--- src/rtl/bitserial_pkg.sv ---
// Shared types and width helpers for the self-sequencing bit-serial MAC.
package bitserial_pkg;

  typedef enum logic [1:0] {
    IDLE = 2'd0,
    RUN  = 2'd1,
    DONE = 2'd2
  } state_e;

  // Width of a signed column sum: one sign-extended lane term plus one bit per tree level.
  function automatic int unsigned tree_width(input int unsigned data_width,
                                             input int unsigned vec_length);
    return data_width + 1 + $clog2(vec_length);
  endfunction

  function automatic int unsigned acc_width(input int unsigned data_width,
                                            input int unsigned w_mag_width,
                                            input int unsigned vec_length);
    return data_width + w_mag_width + $clog2(vec_length) + 1;
  endfunction

endpackage

--- src/rtl/bs_column_reduce.sv ---
// Combinational lane select and adder tree producing the signed sum of one weight-bit column.
module bs_column_reduce
  import bitserial_pkg::*;
#(
  parameter int unsigned DATA_WIDTH = 8,
  parameter int unsigned VEC_LENGTH = 16,
  localparam int unsigned SUM_W     = tree_width(DATA_WIDTH, VEC_LENGTH)
) (
  input  logic [VEC_LENGTH-1:0][DATA_WIDTH-1:0] act_i,
  input  logic [VEC_LENGTH-1:0]                 w_sign_i,
  input  logic [VEC_LENGTH-1:0]                 col_bits_i,
  output logic signed [SUM_W-1:0]               col_sum_o
);

  localparam int unsigned LEVELS = $clog2(VEC_LENGTH);

  logic signed [DATA_WIDTH:0] term [VEC_LENGTH];

  // Negation at DATA_WIDTH+1 bits keeps -(most negative activation) exact.
  always_comb begin
    for (int j = 0; j < VEC_LENGTH; j++) begin
      term[j] = '0;
      if (col_bits_i[j]) begin
        term[j] = w_sign_i[j] ? -$signed({act_i[j][DATA_WIDTH-1], act_i[j]})
                              :  $signed({act_i[j][DATA_WIDTH-1], act_i[j]});
      end
    end
  end

  for (genvar lv = 0; lv <= LEVELS; lv++) begin : g_lvl
    localparam int unsigned NW = DATA_WIDTH + 1 + lv;
    localparam int unsigned NN = VEC_LENGTH >> lv;
    logic signed [NW-1:0] node [NN];
    if (lv == 0) begin : g_leaf
      for (genvar i = 0; i < NN; i++) begin : g_n
        assign node[i] = term[i];
      end
    end else begin : g_add
      for (genvar i = 0; i < NN; i++) begin : g_n
        assign node[i] = NW'(g_lvl[lv-1].node[2*i]) + NW'(g_lvl[lv-1].node[2*i+1]);
      end
    end
  end

  assign col_sum_o = g_lvl[LEVELS].node[0];

endmodule

--- src/rtl/bitserial_mac_seq.sv ---
// Self-sequencing bit-serial dot-product unit: captures a vector, walks weight columns, returns the sum.
// Build option BITSERIAL_ZERO_COL_SKIP_EN visits only columns with at least one set weight bit.
module bitserial_mac_seq
  import bitserial_pkg::*;
#(
  parameter int unsigned DATA_WIDTH  = 8,
  parameter int unsigned W_MAG_WIDTH = 7,
  parameter int unsigned VEC_LENGTH  = 16,
  localparam int unsigned ACC_WIDTH  = acc_width(DATA_WIDTH, W_MAG_WIDTH, VEC_LENGTH)
) (
  input  logic                                   clk,
  input  logic                                   reset,
  input  logic                                   in_valid,
  output logic                                   in_ready,
  input  logic                                   in_clear,
  input  logic [VEC_LENGTH-1:0][DATA_WIDTH-1:0]  act,
  input  logic [VEC_LENGTH-1:0]                  w_sign,
  input  logic [VEC_LENGTH-1:0][W_MAG_WIDTH-1:0] w_mag,
  output logic                                   out_valid,
  input  logic                                   out_ready,
  output logic signed [ACC_WIDTH-1:0]            result
);

  localparam int unsigned TREE_W = tree_width(DATA_WIDTH, VEC_LENGTH);
  localparam int unsigned COL_W  = (W_MAG_WIDTH > 1) ? $clog2(W_MAG_WIDTH) : 1;

  state_e state_q, state_d;
  logic [COL_W-1:0]                     col_q, col_d;
  logic signed [ACC_WIDTH-1:0]          acc_q, acc_d;
  logic                                 out_valid_q;
  logic                                 load;
  logic [VEC_LENGTH-1:0][DATA_WIDTH-1:0]  act_q;
  logic [VEC_LENGTH-1:0]                  w_sign_q;
  logic [VEC_LENGTH-1:0][W_MAG_WIDTH-1:0] w_mag_q;
  logic [VEC_LENGTH-1:0]                col_bits;
  logic signed [TREE_W-1:0]             col_sum;

`ifdef BITSERIAL_ZERO_COL_SKIP_EN
  logic [W_MAG_WIDTH-1:0] mask_q, mask_d, cap_mask, rem_mask;

  function automatic logic [COL_W-1:0] first_set(input logic [W_MAG_WIDTH-1:0] m);
    first_set = '0;
    for (int k = W_MAG_WIDTH - 1; k >= 0; k--) begin
      if (m[k]) first_set = COL_W'(k);
    end
  endfunction

  always_comb begin
    cap_mask = '0;
    for (int j = 0; j < VEC_LENGTH; j++) cap_mask = cap_mask | w_mag[j];
  end
`else
  localparam logic [COL_W-1:0] LAST_COL = COL_W'(W_MAG_WIDTH - 1);
`endif

  always_comb begin
    for (int j = 0; j < VEC_LENGTH; j++) col_bits[j] = w_mag_q[j][col_q];
  end

  bs_column_reduce #(
    .DATA_WIDTH (DATA_WIDTH),
    .VEC_LENGTH (VEC_LENGTH)
  ) u_reduce (
    .act_i      (act_q),
    .w_sign_i   (w_sign_q),
    .col_bits_i (col_bits),
    .col_sum_o  (col_sum)
  );

  // Next-state, column walk and accumulate.
  always_comb begin
    state_d = state_q;
    col_d   = col_q;
    acc_d   = acc_q;
    load    = 1'b0;
`ifdef BITSERIAL_ZERO_COL_SKIP_EN
    mask_d   = mask_q;
    rem_mask = '0;
`endif
    case (state_q)
      IDLE: begin
        if (in_valid) begin
          load    = 1'b1;
          col_d   = '0;
          state_d = RUN;
          if (in_clear) acc_d = '0;
`ifdef BITSERIAL_ZERO_COL_SKIP_EN
          mask_d = cap_mask;
          col_d  = first_set(cap_mask);
          if (cap_mask == '0) state_d = DONE;
`endif
        end
      end
      RUN: begin
        acc_d = acc_q + (ACC_WIDTH'(col_sum) <<< col_q);
`ifdef BITSERIAL_ZERO_COL_SKIP_EN
        // Keep only mask bits strictly above the column just accumulated.
        rem_mask = mask_q & ~((W_MAG_WIDTH'(2) << col_q) - W_MAG_WIDTH'(1));
        if (rem_mask == '0) state_d = DONE;
        else                col_d   = first_set(rem_mask);
`else
        if (col_q == LAST_COL) state_d = DONE;
        else                   col_d   = col_q + COL_W'(1);
`endif
      end
      DONE: begin
        if (out_ready) state_d = IDLE;
      end
      default: state_d = IDLE;
    endcase
  end

  always_ff @(posedge clk) begin
    if (reset) begin
      state_q     <= IDLE;
      col_q       <= '0;
      acc_q       <= '0;
      out_valid_q <= 1'b0;
`ifdef BITSERIAL_ZERO_COL_SKIP_EN
      mask_q      <= '0;
`endif
    end else begin
      state_q     <= state_d;
      col_q       <= col_d;
      acc_q       <= acc_d;
      out_valid_q <= (state_d == DONE);
`ifdef BITSERIAL_ZERO_COL_SKIP_EN
      mask_q      <= mask_d;
`endif
    end
  end

  // Operand capture needs no reset: it is only read after a load.
  always_ff @(posedge clk) begin
    if (load) begin
      act_q    <= act;
      w_sign_q <= w_sign;
      w_mag_q  <= w_mag;
    end
  end

  assign in_ready  = (state_q == IDLE) && !reset;
  assign out_valid = out_valid_q;
  assign result    = acc_q;

endmodule

--- config.mk ---
export PLATFORM = sky130hd
export DESIGN_NAME = bitserial_mac_seq
export DESIGN_NICKNAME = d
export VERILOG_FILES = /design/src/rtl/bitserial_pkg.sv /design/src/rtl/bs_column_reduce.sv /design/src/rtl/bitserial_mac_seq.sv
export SDC_FILE = /design/constraint.sdc
export NUM_CORES = 1
export LEC_CHECK = 0
export BUFFER_PORTS_ARGS = -buffer_cell sky130_fd_sc_hd__buf_2
export CORE_UTILIZATION = 55
export CTS_BUF_LIST = sky130_fd_sc_hd__clkbuf_16
export DETAILED_ROUTE_END_ITERATION = 8
export GPL_TIMING_DRIVEN = 0
export PLACE_DENSITY = 0.89
export SYNTH_ARGS = -nofsm -noshare
export SYNTH_HDL_FRONTEND = slang
export SYNTH_HIERARCHICAL = 1
export SYNTH_SLANG_ARGS = --single-unit
--- constraint.sdc ---
create_clock -name clk -period 29 [get_ports clk]
set_input_delay 5.8 -clock clk [delete_from_list [all_inputs] [get_ports clk]]
set_output_delay 5.8 -clock clk [all_outputs]
set_load 0.01 [all_outputs]
Yosys cells after proc, flatten, opt, wreduce, memory -nomap -nowiden
Cells that the tools add are included.

storage, ports and cells
  bits in latches = 0
  bits in read-only memories = 0
  logic and storage cells = 161
  input bits = 261
  RAM bits = 0
  output and inout port bits = 22
  memories = 0
  flip-flop bits (word level) = 282

operators by class
  multipliers = 0
  $add $sub $neg = 33
  bitwise logic cells = 0
  multiplexer cells = 76
  order comparisons = 1
  shifts and indexed selects = 1
  equal/unequal tests = 7
  div/mod/pow operators = 0
  reductions and logical operators = 6

operators by type and width
  operator                                                                      number
  9-bit 2-to-1 mux                                                              32
  8-bit negator with 9-bit output                                               16
  9-bit by 9-bit adder with 10-bit output                                       8
  1-bit binary-select mux with 3-bit select                                     16
  10-bit by 10-bit adder with 11-bit output                                     4
  20-bit 2-to-1 mux                                                             2
  20-bit one-hot mux with 2 select lines                                        1
  11-bit by 11-bit adder with 12-bit output                                     2
  20-bit adder                                                                  1
  13-bit by 3-bit <<< shifter with 20-bit output                                1
  1-bit 2-to-1 mux                                                              18
  12-bit by 12-bit adder with 13-bit output                                     1
  2-bit 2-to-1 mux                                                              3
  3-bit 2-to-1 mux                                                              2
  2-bit inequality test, second input constant                                  3
  2-bit one-hot mux with 3 select lines                                         1
  3-bit one-hot mux with 2 select lines                                         1
  3-bit AND reduction                                                           2
  2-bit equality test, second input constant                                    2
  3-bit by 4-bit less-than comparator with 1-bit output, second input constant  1
  3-bit by 1-bit adder with 3-bit output, second input constant                 1
  3-bit equality test, second input constant                                    1
  2-bit by 1-bit equality test with 1-bit output, second input constant         1
  2-bit zero test                                                               1
  other kinds (3)                                                               3

Logic depth before layout (Yosys ltp)
Gate-level depths: netlist of run 1.

  depth after elaboration = 10
  depth in mapped cells = 40
  depth with buffers taken out = 36

Cells and area by module
Netlist of run 1, hierarchy kept.

modules (own cells, without submodules)
  module             seq. area each (um^2)  area an instance (um^2)  cells an instance  times used
  bitserial_mac_seq  8207.9                 10930.5                  673                1
  bs_column_reduce   0.0                    7078.0                   898                1

Least setup slack after synthesis of run 1
Ideal clock, no wire load.

  path type = input-to-reg
  start = input in_valid
  end = register col_q[2]
  data arrival time = 26151 ps
  buffers on the path = 0
  setup slack = 1977 ps
  setup time = 872 ps
  stages = 5
  required time = 28128 ps
  cell sequence = nor3b_1 > a21oi_1 > nor2b_1 > xnor2_1 > nor3_1

between the ends
  word-level cells in the longest chain between the ends = 2

ends and longest elaborated chain
  what                             line                      RTL
  start: declaration               bitserial_mac_seq.sv:13   input logic in_valid,
  2-bit inequality test (no line)  --
  3-bit AND reduction (no line)    --
  end signal: assignment           bitserial_mac_seq.sv:124  col_q <= col_d;
  end: declaration                 bitserial_mac_seq.sv:28   logic [COL_W-1:0] col_q, col_d;

No other way between the ends.
A chain may end at the register's enable or synchronous reset.

Worst setup path in the final report of run 1
  start = input reset
  end = output in_ready

between the ends
  word-level cells in the longest chain between the ends = 2

ends and longest elaborated chain
  what                line                      RTL
  start: declaration  bitserial_mac_seq.sv:12   input logic reset,
  1-bit zero test     bitserial_mac_seq.sv:142  assign in_ready = (state_q == IDLE) && !reset;
  1-bit logical AND   bitserial_mac_seq.sv:142
  end: declaration    bitserial_mac_seq.sv:14   output logic in_ready,

No other way between the ends.

==> results of run 1 <==
-- routing by layer --
metal	wire (um)	vias to the layer above	track usage
li1	-	6007	-
met1	17120	6162	0.3221
met2	21340	468	0.4406
met3	2565	96	0.04349
met4	1671	0	0.1080
met5	0	-	0
-- per-stage QoR --
stage / std cells / setup TNS [ps] / setup slack (ps) / hold WS [ps] / instance area (um^2)
floorplan: 1571 / 0 / 1977 / 485.5 / 18010
global placement: 2287 / -684220 / -5024 / 455.3 / 19960
detailed placement: 2309 / 0 / 16880 / 464.9 / 20230
CTS: 2365 / 0 / 16880 / 474.3 / 21270
global route: 2374 / 0 / 16810 / 499.8 / 21300
finish: 2374 / 0 / 16870 / 474.2 / 21300
-- cell usage in the layout (no fill, tap or decap), types with 7 or more instances in the layout --
cell and instances:
sky130_fd_sc_hd__buf_2 290, sky130_fd_sc_hd__o31ai_1 21, sky130_fd_sc_hd__ha_1 55, sky130_fd_sc_hd__o41ai_1 8, sky130_fd_sc_hd__edfxtp_1 256, sky130_fd_sc_hd__inv_1 196, sky130_fd_sc_hd__buf_6 19, sky130_fd_sc_hd__nand2b_1 24
sky130_fd_sc_hd__clkbuf_16 30, sky130_fd_sc_hd__fa_1 135, sky130_fd_sc_hd__clkbuf_1 36, sky130_fd_sc_hd__dfxtp_1 26, sky130_fd_sc_hd__a21oi_1 45, sky130_fd_sc_hd__nor3_1 13, sky130_fd_sc_hd__o21ai_0 84, sky130_fd_sc_hd__nor2b_1 20
sky130_fd_sc_hd__nand3_1 28, sky130_fd_sc_hd__xnor2_1 117, sky130_fd_sc_hd__a22oi_1 9, sky130_fd_sc_hd__mux4_2 16, sky130_fd_sc_hd__and2_1 53, sky130_fd_sc_hd__xor2_1 8, sky130_fd_sc_hd__nand2_1 201, sky130_fd_sc_hd__mux2i_1 45
sky130_fd_sc_hd__nor2_1 72, sky130_fd_sc_hd__or3_1 7, sky130_fd_sc_hd__diode_2 9
-- registers in the layout (all words and copies together), names as in the netlist --
name	flops
w_mag_q	112
col_q	3
result	20
out_valid	1
act_q	128
state_q	2
w_sign_q	16
-- logic make-up after synthesis --
family / after synthesis
and+or+nand+nor: 443
DFF: 282
buffers and inverters: 242
AOI/OAI and AO/OA: 222
adders and majority gates: 190
xor gates and xnor gates: 125
muxes: 67
-- final cells by class --
type / count / area, um^2 / share of cell area
clock inverter: 26 / 296.5 / 0.01392
clock buffer: 30 / 750.7 / 0.03525
inverter: 192 / 720.7 / 0.03384
multi-input combinational: 1047 / 8879 / 0.4169
antenna: 9 / 22.52 / 0.001058
buffer: 50 / 206.4 / 0.009694
tap: 435 / 544.3 / 0.02556
sequential: 282 / 8208 / 0.3854
timing repair buffer: 303 / 1669 / 0.07837
-- path summary, 6_finish.rpt --
path                            slack, ps       start  depth (start not counted)         end
worst max-delay path                16870       reset                          3    in_ready
worst min-delay path                  470  result[15]                          2  result[15]
worst max register to register      18030    col_q[1]                         35  result[17]
worst min register to register        470  result[15]                          2  result[15]
-- worst max-delay path: cells and delay by family --
family        cells  cell delay, ps
simple gates      1              70
buf+inv           2             450
==> results.toml, run 1 <==
[grt]
grt_antenna_before_repair = 9
grtUsageTotal = 0.2567
grt_max_degree = 18
global_route.overflow_total = 0
grt_first_pass_wirelength_um = 65800
via_count_of_the_first_global_routing_pass = 13040

[timing]
timing_worst_slew_pin_value_ps = 1277
achievable-frequency_mhz = 82.46
finalWorstPathRequiredPeriod_ps = 12130
setup_viol = 0
rsz_0062_raised_after_global_routing = "no"
relSlewSlack = 0.1399
finalMaxSlewViolations = 0
timing_hold_violations_final = 0
layout_worst_path_cycle_share = 0.4182
fin_worst_skew_ps = 30.45

[cts]
cts-htree-levels = 1
cts_max_path_buffers = 3
tritoncts = "yes"
tritoncts_num_sinks = 282
ctsResizeCount = 0
clkLatencyLatePin_ps = 590
clk_pin_slew_worst_paths_ps = 60
post_cts_buffers = 0
cts_inserted_buffers = 30
total_of_hold_buffers_inserted_after_clock_tree_synthesis = 0
cts-root-buf = "sky130_fd_sc_hd__clkbuf_16"

[setup_path]
critPathLaunchType = "input port"
cpPeakStageDelay_ps = 300
critical_path.max_fanout = 9
cp_data_required_time_ps = 23200
critical_path.slowest_cell = "sky130_fd_sc_hd__clkbuf_1"
worstPathCellList = "clkbuf_1 > nor3_1 > buf_2"
endpoint_kind = "primary output"
timing.setup.critical_path_class = "in -> out"
critPathArrivalTime_ps = 6330

[yosys]
postSynth.asyncResetShare = 0
synth_edf_count = 256
post_synth.cell_area_avg_um2 = 11.46
yosys_top_cell_area_share = 0.4269
post_synth_inst_count = 1571
synthXorXnorAreaFrac = 0.06079
synth_warnings = 6
synth_nets = 2022
yosysTopAreaCell = "sky130_fd_sc_hd__edfxtp_1"
netlist_area_um2 = 18010
synth-seq-area-share = 0.4558
synth_top_family_by_area = "adder cells"
muxShareOfSynthArea = 0.04877
yosysMostFrequentCell = "sky130_fd_sc_hd__edfxtp_1"
synth-adder-area-share = 0.1883
synth_top_cells_by_area = "sky130_fd_sc_hd__edfxtp_1, sky130_fd_sc_hd__fa_1, sky130_fd_sc_hd__xnor2_1"
post_synth_most_frequent_cells = "sky130_fd_sc_hd__edfxtp_1, sky130_fd_sc_hd__nand2_1, sky130_fd_sc_hd__inv_1"
post_synth_num_cell_types = 67
synth_flop_cell = "sky130_fd_sc_hd__edfxtp_1"
ys_seq_elements = 282
synth_compound_gate_area_share = 0.08018
post_synth_and_or_nand_nor_area_fraction = 0.1147

[final_layout]
areaGrowthSynthToFinish_pct = 18.26
layout-drive-gt1-share = 0.2104
fill_cells = 2434
utilization = 0.6680
design.final.nets = 2357

[floorplan]
chipWidth_um = 183.0
core-area_um2 = 31880
design.portCount = 283
fp.dieArea_um2 = 33470
chipHeight_um = 183.0
initial_utilization = 0.5649
num_rows = 65

[flow_run]
drv.max_cap_violation_count = 0

[route]
drt_pre_antenna_iters = 5
ant_nets = 0
routed_wirelength_um = 42700
first_iter_violations = 774
post-route-drc-count = 0
post_drt_wl_per_cell_um = 17.99
detail_route.vias_per_cell = 5.364
vias = 12730

[worst_hold_path]
hold_path.class = "reg -> reg"

[placed_design]
finalWeightedCongestion = 0.9493
dpl.hpwl_um = 34820
port_bufs = 281

[outcome]
status = "finished clean"
Power of run 1 is left out: the tool's default activity adds up to more than one toggle a clock period on the data nets, which glitch-free logic cannot reach.
==> inputs of run 2 (changes only) <==
--- a/config.mk
+++ b/config.mk
@@ -5,8 +5,9 @@
 export SDC_FILE = /design/constraint.sdc
 export NUM_CORES = 1
 export LEC_CHECK = 0
+export ABC_AREA = 1
 export BUFFER_PORTS_ARGS = -buffer_cell sky130_fd_sc_hd__buf_2
-export CORE_UTILIZATION = 55
+export CORE_UTILIZATION = 53
 export CTS_BUF_LIST = sky130_fd_sc_hd__clkbuf_16
 export DETAILED_ROUTE_END_ITERATION = 8
 export GPL_TIMING_DRIVEN = 0
==> constraint.sdc (replaced) <==
create_clock -name clk -period 11 [get_ports clk]
set_input_delay 2.2 -clock clk [delete_from_list [all_inputs] [get_ports clk]]
set_output_delay 2.2 -clock clk [all_outputs]
set_load 0.01 [all_outputs]
==> results.toml, run 2 <==
[setup_path]
cp_data_required_time_ps = 11510
crit_family = "adder cells"
critical_path.max_fanout = 10
critPathArrivalTime_ps = 10170
critPathLaunchType = "flip-flop"
timing.setup.critical_path_class = "reg -> reg"
endpoint_kind = "flip-flop"
critical_path.slowest_cell = "sky130_fd_sc_hd__a31oi_1"
cpPeakStageDelay_ps = 780
crit_buf_inv = 9

[route]
post_drt_wl_per_cell_um = 17.48
detail_route.vias_per_cell = 5.476
routed_wirelength_um = 50570
drt_pre_antenna_iters = 6
first_iter_violations = 1488
ant_nets = 0
vias = 15840
post-route-drc-count = 0

[cts]
post_cts_buffers = 0
ctsResizeCount = 0
cts-root-buf = "sky130_fd_sc_hd__clkbuf_16"
clkLatencyLatePin_ps = 600
clk_pin_slew_worst_paths_ps = 60
cts-htree-levels = 1
cts_inserted_buffers = 30
total_of_hold_buffers_inserted_after_clock_tree_synthesis = 0
tritoncts = "yes"
tritoncts_num_sinks = 282
cts_max_path_buffers = 3

[yosys]
yosysTopAreaCell = "sky130_fd_sc_hd__edfxtp_1"
synth_edf_count = 256
post_synth_num_cell_types = 39
yosysMostFrequentCell = "sky130_fd_sc_hd__nand2_1"
synth_nets = 2541
synth_top_cells_by_area = "sky130_fd_sc_hd__edfxtp_1, sky130_fd_sc_hd__fa_1, sky130_fd_sc_hd__nand2_1"
post_synth_inst_count = 2090
synth-seq-area-share = 0.4386
muxShareOfSynthArea = 0.002139
post_synth_and_or_nand_nor_area_fraction = 0.1862
ys_seq_elements = 282
synthXorXnorAreaFrac = 0.002808
synth_warnings = 6
netlist_area_um2 = 18710
postSynth.asyncResetShare = 0
yosys_top_cell_area_share = 0.4108
post_synth.cell_area_avg_um2 = 8.954
synth_top_family_by_area = "simple AND/OR/NAND/NOR gates"
synth_compound_gate_area_share = 0.1000
synth-adder-area-share = 0.1812
synth_flop_cell = "sky130_fd_sc_hd__edfxtp_1"
post_synth_most_frequent_cells = "sky130_fd_sc_hd__nand2_1, sky130_fd_sc_hd__inv_1, sky130_fd_sc_hd__edfxtp_1"

[grt]
grt_first_pass_wirelength_um = 76650
grtUsageTotal = 0.2763
via_count_of_the_first_global_routing_pass = 15040
grt_antenna_before_repair = 10
global_route.overflow_total = 0
grt_max_degree = 145

[final_layout]
top_register = "act_q"
largest_register_ffs = 128
layout_common_cells = "sky130_fd_sc_hd__nand2_1, sky130_fd_sc_hd__inv_1, sky130_fd_sc_hd__buf_2"
areaGrowthSynthToFinish_pct = 15.89
design.final.nets = 2855
layout-drive-gt1-share = 0.1578
fill_cells = 2803
final_common_cell = "sky130_fd_sc_hd__nand2_1"

[placed_design]
finalWeightedCongestion = 0.9649
port_bufs = 281
dpl.hpwl_um = 39600

[flow_run]
drv.max_cap_violation_count = 0

[floorplan]
chipWidth_um = 189.9
design.portCount = 283
chipHeight_um = 189.9
core-area_um2 = 34630
initial_utilization = 0.5404
fp.dieArea_um2 = 36070
num_rows = 68

[timing]
timing_hold_violations_final = 0
timing_worst_slew_pin_value_ps = 964.5
fin_worst_skew_ps = 28.60
achievable-frequency_mhz = 103.5
timing.setup.tns_ps = 0
relSlewSlack = 0.3540
rsz_0062_raised_after_global_routing = "no"
finalWorstPathRequiredPeriod_ps = 9661
setup_viol = 0
layout_worst_path_cycle_share = 0.8782
finalMaxSlewViolations = 0

[outcome]
status = "finished clean"

[worst_hold_path]
hold_path.class = "reg -> reg"
[run 2: changes by cell type in the layout (fill, tap and decap cells not counted), moves of 24 or more]
cell,delta
sky130_fd_sc_hd__nor2_1,+136
sky130_fd_sc_hd__nand2b_1,-24
sky130_fd_sc_hd__mux2i_1,-41
sky130_fd_sc_hd__nand2_1,+189
sky130_fd_sc_hd__inv_1,+177
sky130_fd_sc_hd__o21ai_0,+77
sky130_fd_sc_hd__nand3_1,+123
sky130_fd_sc_hd__a21oi_1,+76
sky130_fd_sc_hd__and2_1,-51
sky130_fd_sc_hd__xnor2_1,-114
[run 2: routing by layer]
metal  share of wire  GRT usage  up-vias
li1                -          -     7490
met1            0.40     0.3673     7340
met2            0.46     0.4502      857
met3           0.090    0.04685      156
met4           0.046     0.1129        0
met5               0          0        -
[run 2: final timing paths]
path / end / cells past startpoint / slack [ps] / from
hold reg to reg: result[18] / 2 / 500 / result[18]
setup reg to reg: result[19] / 40 / 1340 / col_q[0]
setup / recovery: result[19] / 40 / 1340 / col_q[0]
hold / removal: result[18] / 2 / 500 / result[18]
[run 2: logic make-up (layout without fill, tap and decap cells)]
kind of cell / after synthesis / in the layout
DFF: 282 / 282
AOI/OAI and AO/OA: 351 / 351
xor gates and xnor gates: 6 / 6
buffers and inverters: 434 / 771
adders and majority gates: 190 / 190
other: 0 / 11
and+or+nand+nor: 823 / 823
muxes: 4 / 4
[run 2: layout make-up]
class	instances	area, um^2	share of cell area
tap	455	569.3	0.02625
antenna	11	27.53	0.001269
timing repair buffer	282	1434	0.06611
clock buffer	30	750.7	0.03461
inverter	373	1408	0.06490
multi-input combinational	1374	8840	0.4076
sequential	282	8208	0.3784
clock inverter	25	185.2	0.008538
buffer	61	266.5	0.01229
[run 2: worst min-delay path: stages (launching register included)]
cell and delay (ps):
sky130_fd_sc_hd__dfxtp_1 330, sky130_fd_sc_hd__nand2_1 70, sky130_fd_sc_hd__a21oi_1 60
[run 2: metrics by stage]
stage               hold slack [ps]  setup WS, ps  area [um^2]  cells  utilization
floorplan                     499.5          2833        18710   2090            -
global placement              475.8         832.2        20690   2826       0.5975
detailed placement            495.4          1517        20720   2827       0.5985
CTS                           503.4          1479        21660   2882       0.6255
global route                  513.4         709.9        21690   2893       0.6263
finish                        498.9          1339        21690   2893       0.6263
Power of run 2 is left out for the same reason.
==> inputs of run 3 (changes only) <==
--- a/config.mk
+++ b/config.mk
@@ -11,7 +11,7 @@
 export CTS_BUF_LIST = sky130_fd_sc_hd__clkbuf_16
 export DETAILED_ROUTE_END_ITERATION = 8
 export GPL_TIMING_DRIVEN = 0
-export PLACE_DENSITY = 0.89
+export PLACE_DENSITY_LB_ADDON = 0.08
 export SYNTH_ARGS = -nofsm -noshare
 export SYNTH_HDL_FRONTEND = slang
 export SYNTH_HIERARCHICAL = 1
==> results.toml, run 3 (same netlist as run 2, synthesis figures left out) <==
[cts]
ctsResizeCount = 0
post_cts_buffers = 0
tritoncts_num_sinks = 282
clkLatencyLatePin_ps = 600
cts_inserted_buffers = 30
total_of_hold_buffers_inserted_after_clock_tree_synthesis = 0
cts-root-buf = "sky130_fd_sc_hd__clkbuf_16"
clk_pin_slew_worst_paths_ps = 60
tritoncts = "yes"
cts_max_path_buffers = 3
cts-htree-levels = 1

[route]
post-route-drc-count = 0
detail_route.vias_per_cell = 5.258
routed_wirelength_um = 48480
drt_pre_antenna_iters = 6
ant_nets = 0
post_drt_wl_per_cell_um = 16.78
vias = 15190
first_iter_violations = 1055

[setup_path]
endpoint_kind = "flip-flop"
critPathArrivalTime_ps = 10150
cpPeakStageDelay_ps = 730
critPathLaunchType = "flip-flop"
reg2reg_depth = 34
reg2reg_slack_ps = 1350
critical_path.slowest_cell = "sky130_fd_sc_hd__a31oi_1"
timing.setup.critical_path_class = "reg -> reg"
critical_path.max_fanout = 10
cp_data_required_time_ps = 11500
timing.critical_path.mode_cell = "sky130_fd_sc_hd__fa_1"

[floorplan]
initial_utilization = 0.5404
chipWidth_um = 189.9
design.portCount = 283
num_rows = 68
chipHeight_um = 189.9
core-area_um2 = 34630
fp.dieArea_um2 = 36070

[timing]
fin_worst_skew_ps = 35.04
finalWorstPathRequiredPeriod_ps = 9649
relSlewSlack = 0.3279
setup_viol = 0
timing_worst_slew_pin_value_ps = 1003
timing.setup.tns_ps = 0
finalMaxSlewViolations = 0
timing_hold_violations_final = 0
layout_worst_path_cycle_share = 0.8772
achievable-frequency_mhz = 103.6
rsz_0062_raised_after_global_routing = "no"

[grt]
global_route.overflow_total = 0
via_count_of_the_first_global_routing_pass = 14450
grtUsageTotal = 0.2688
grt_first_pass_wirelength_um = 74100
grt_max_degree = 139
grt_antenna_before_repair = 7

[final_layout]
largest_register_ffs = 128
layout_common_cells = "sky130_fd_sc_hd__nand2_1, sky130_fd_sc_hd__inv_1, sky130_fd_sc_hd__buf_2"
areaGrowthSynthToFinish_pct = 16.33
top_register = "act_q"
final_common_cell = "sky130_fd_sc_hd__nand2_1"
layout-drive-gt1-share = 0.1595
design.final.nets = 2855

[worst_hold_path]
hold_path_depth = 2
hold_path.class = "reg -> reg"

[placed_design]
dpl.hpwl_um = 38540
port_bufs = 281
finalWeightedCongestion = 0.9123

[flow_run]
drv.max_cap_violation_count = 0

[outcome]
status = "finished clean"
run 3: changes by cell type in the layout (fill, tap and decap cells not counted):
cell,delta
sky130_fd_sc_hd__inv_1,-5
sky130_fd_sc_hd__diode_2,-4
sky130_fd_sc_hd__clkinv_1,+1
sky130_fd_sc_hd__clkinv_2,+4
sky130_fd_sc_hd__bufinv_16,+4
sky130_fd_sc_hd__inv_6,-3
sky130_fd_sc_hd__clkinvlp_4,-1
run 3: path summary, 6_finish.rpt:
kind / from / endpoint
max: col_q[0] / result[10]
min: result[8] / result[8]
max reg2reg: col_q[0] / result[10]
min reg2reg: result[8] / result[8]
run 3: worst max-delay path: cells and delay by family, from the launching register on:
family | cells | cell delay, ps
adder cells (fa/ha/maj) | 9 | 4240
AO/OA/AOI/OAI | 8 | 2000
AND/OR/NAND/NOR | 8 | 1170
buffers and inverters | 7 | 1080
flip-flops | 1 | 430
multiplexers | 1 | 380
XOR/XNOR | 1 | 250
run 3: stage by stage:
step / instance area [um^2] / instances / worst slack, ps / util / hold WS, ps
3_5_place_dp: 20720 / 2827 / 1392 / 0.5985 / 478.3
6_report: 21770 / 2889 / 1351 / 0.6287 / 487.0
2_1_floorplan: 18710 / 2090 / 2833 / - / 499.5
3_3_place_gp: 20690 / 2826 / 705.9 / 0.5975 / 474.9
5_1_grt: 21770 / 2889 / 624.1 / 0.6287 / 512.4
4_1_cts: 21750 / 2882 / 1332 / 0.6282 / 487.3
run 3: area by class of cell:
class | instances | area [um^2]
Antenna cell | 7 | 17.52
Buffer | 61 | 266.5
Sequential cell | 282 | 8208
Fill cell | 2910 | 12860
Timing Repair Buffer | 282 | 1434
Inverter | 373 | 1408
Multi-Input combinational cell | 1374 | 8840
Clock buffer | 30 | 750.7
Tap cell | 455 | 569.3
Clock inverter | 25 | 276.5
run 3: layer usage:
layer	vias up	share of wire	track usage
met5	-	0	0
met3	81	0.072	0.05350
li1	7490	-	-
met2	537	0.45	0.4217
met4	0	0.035	0.09988
met1	7081	0.44	0.3702
Power of run 3 is left out for the same reason.
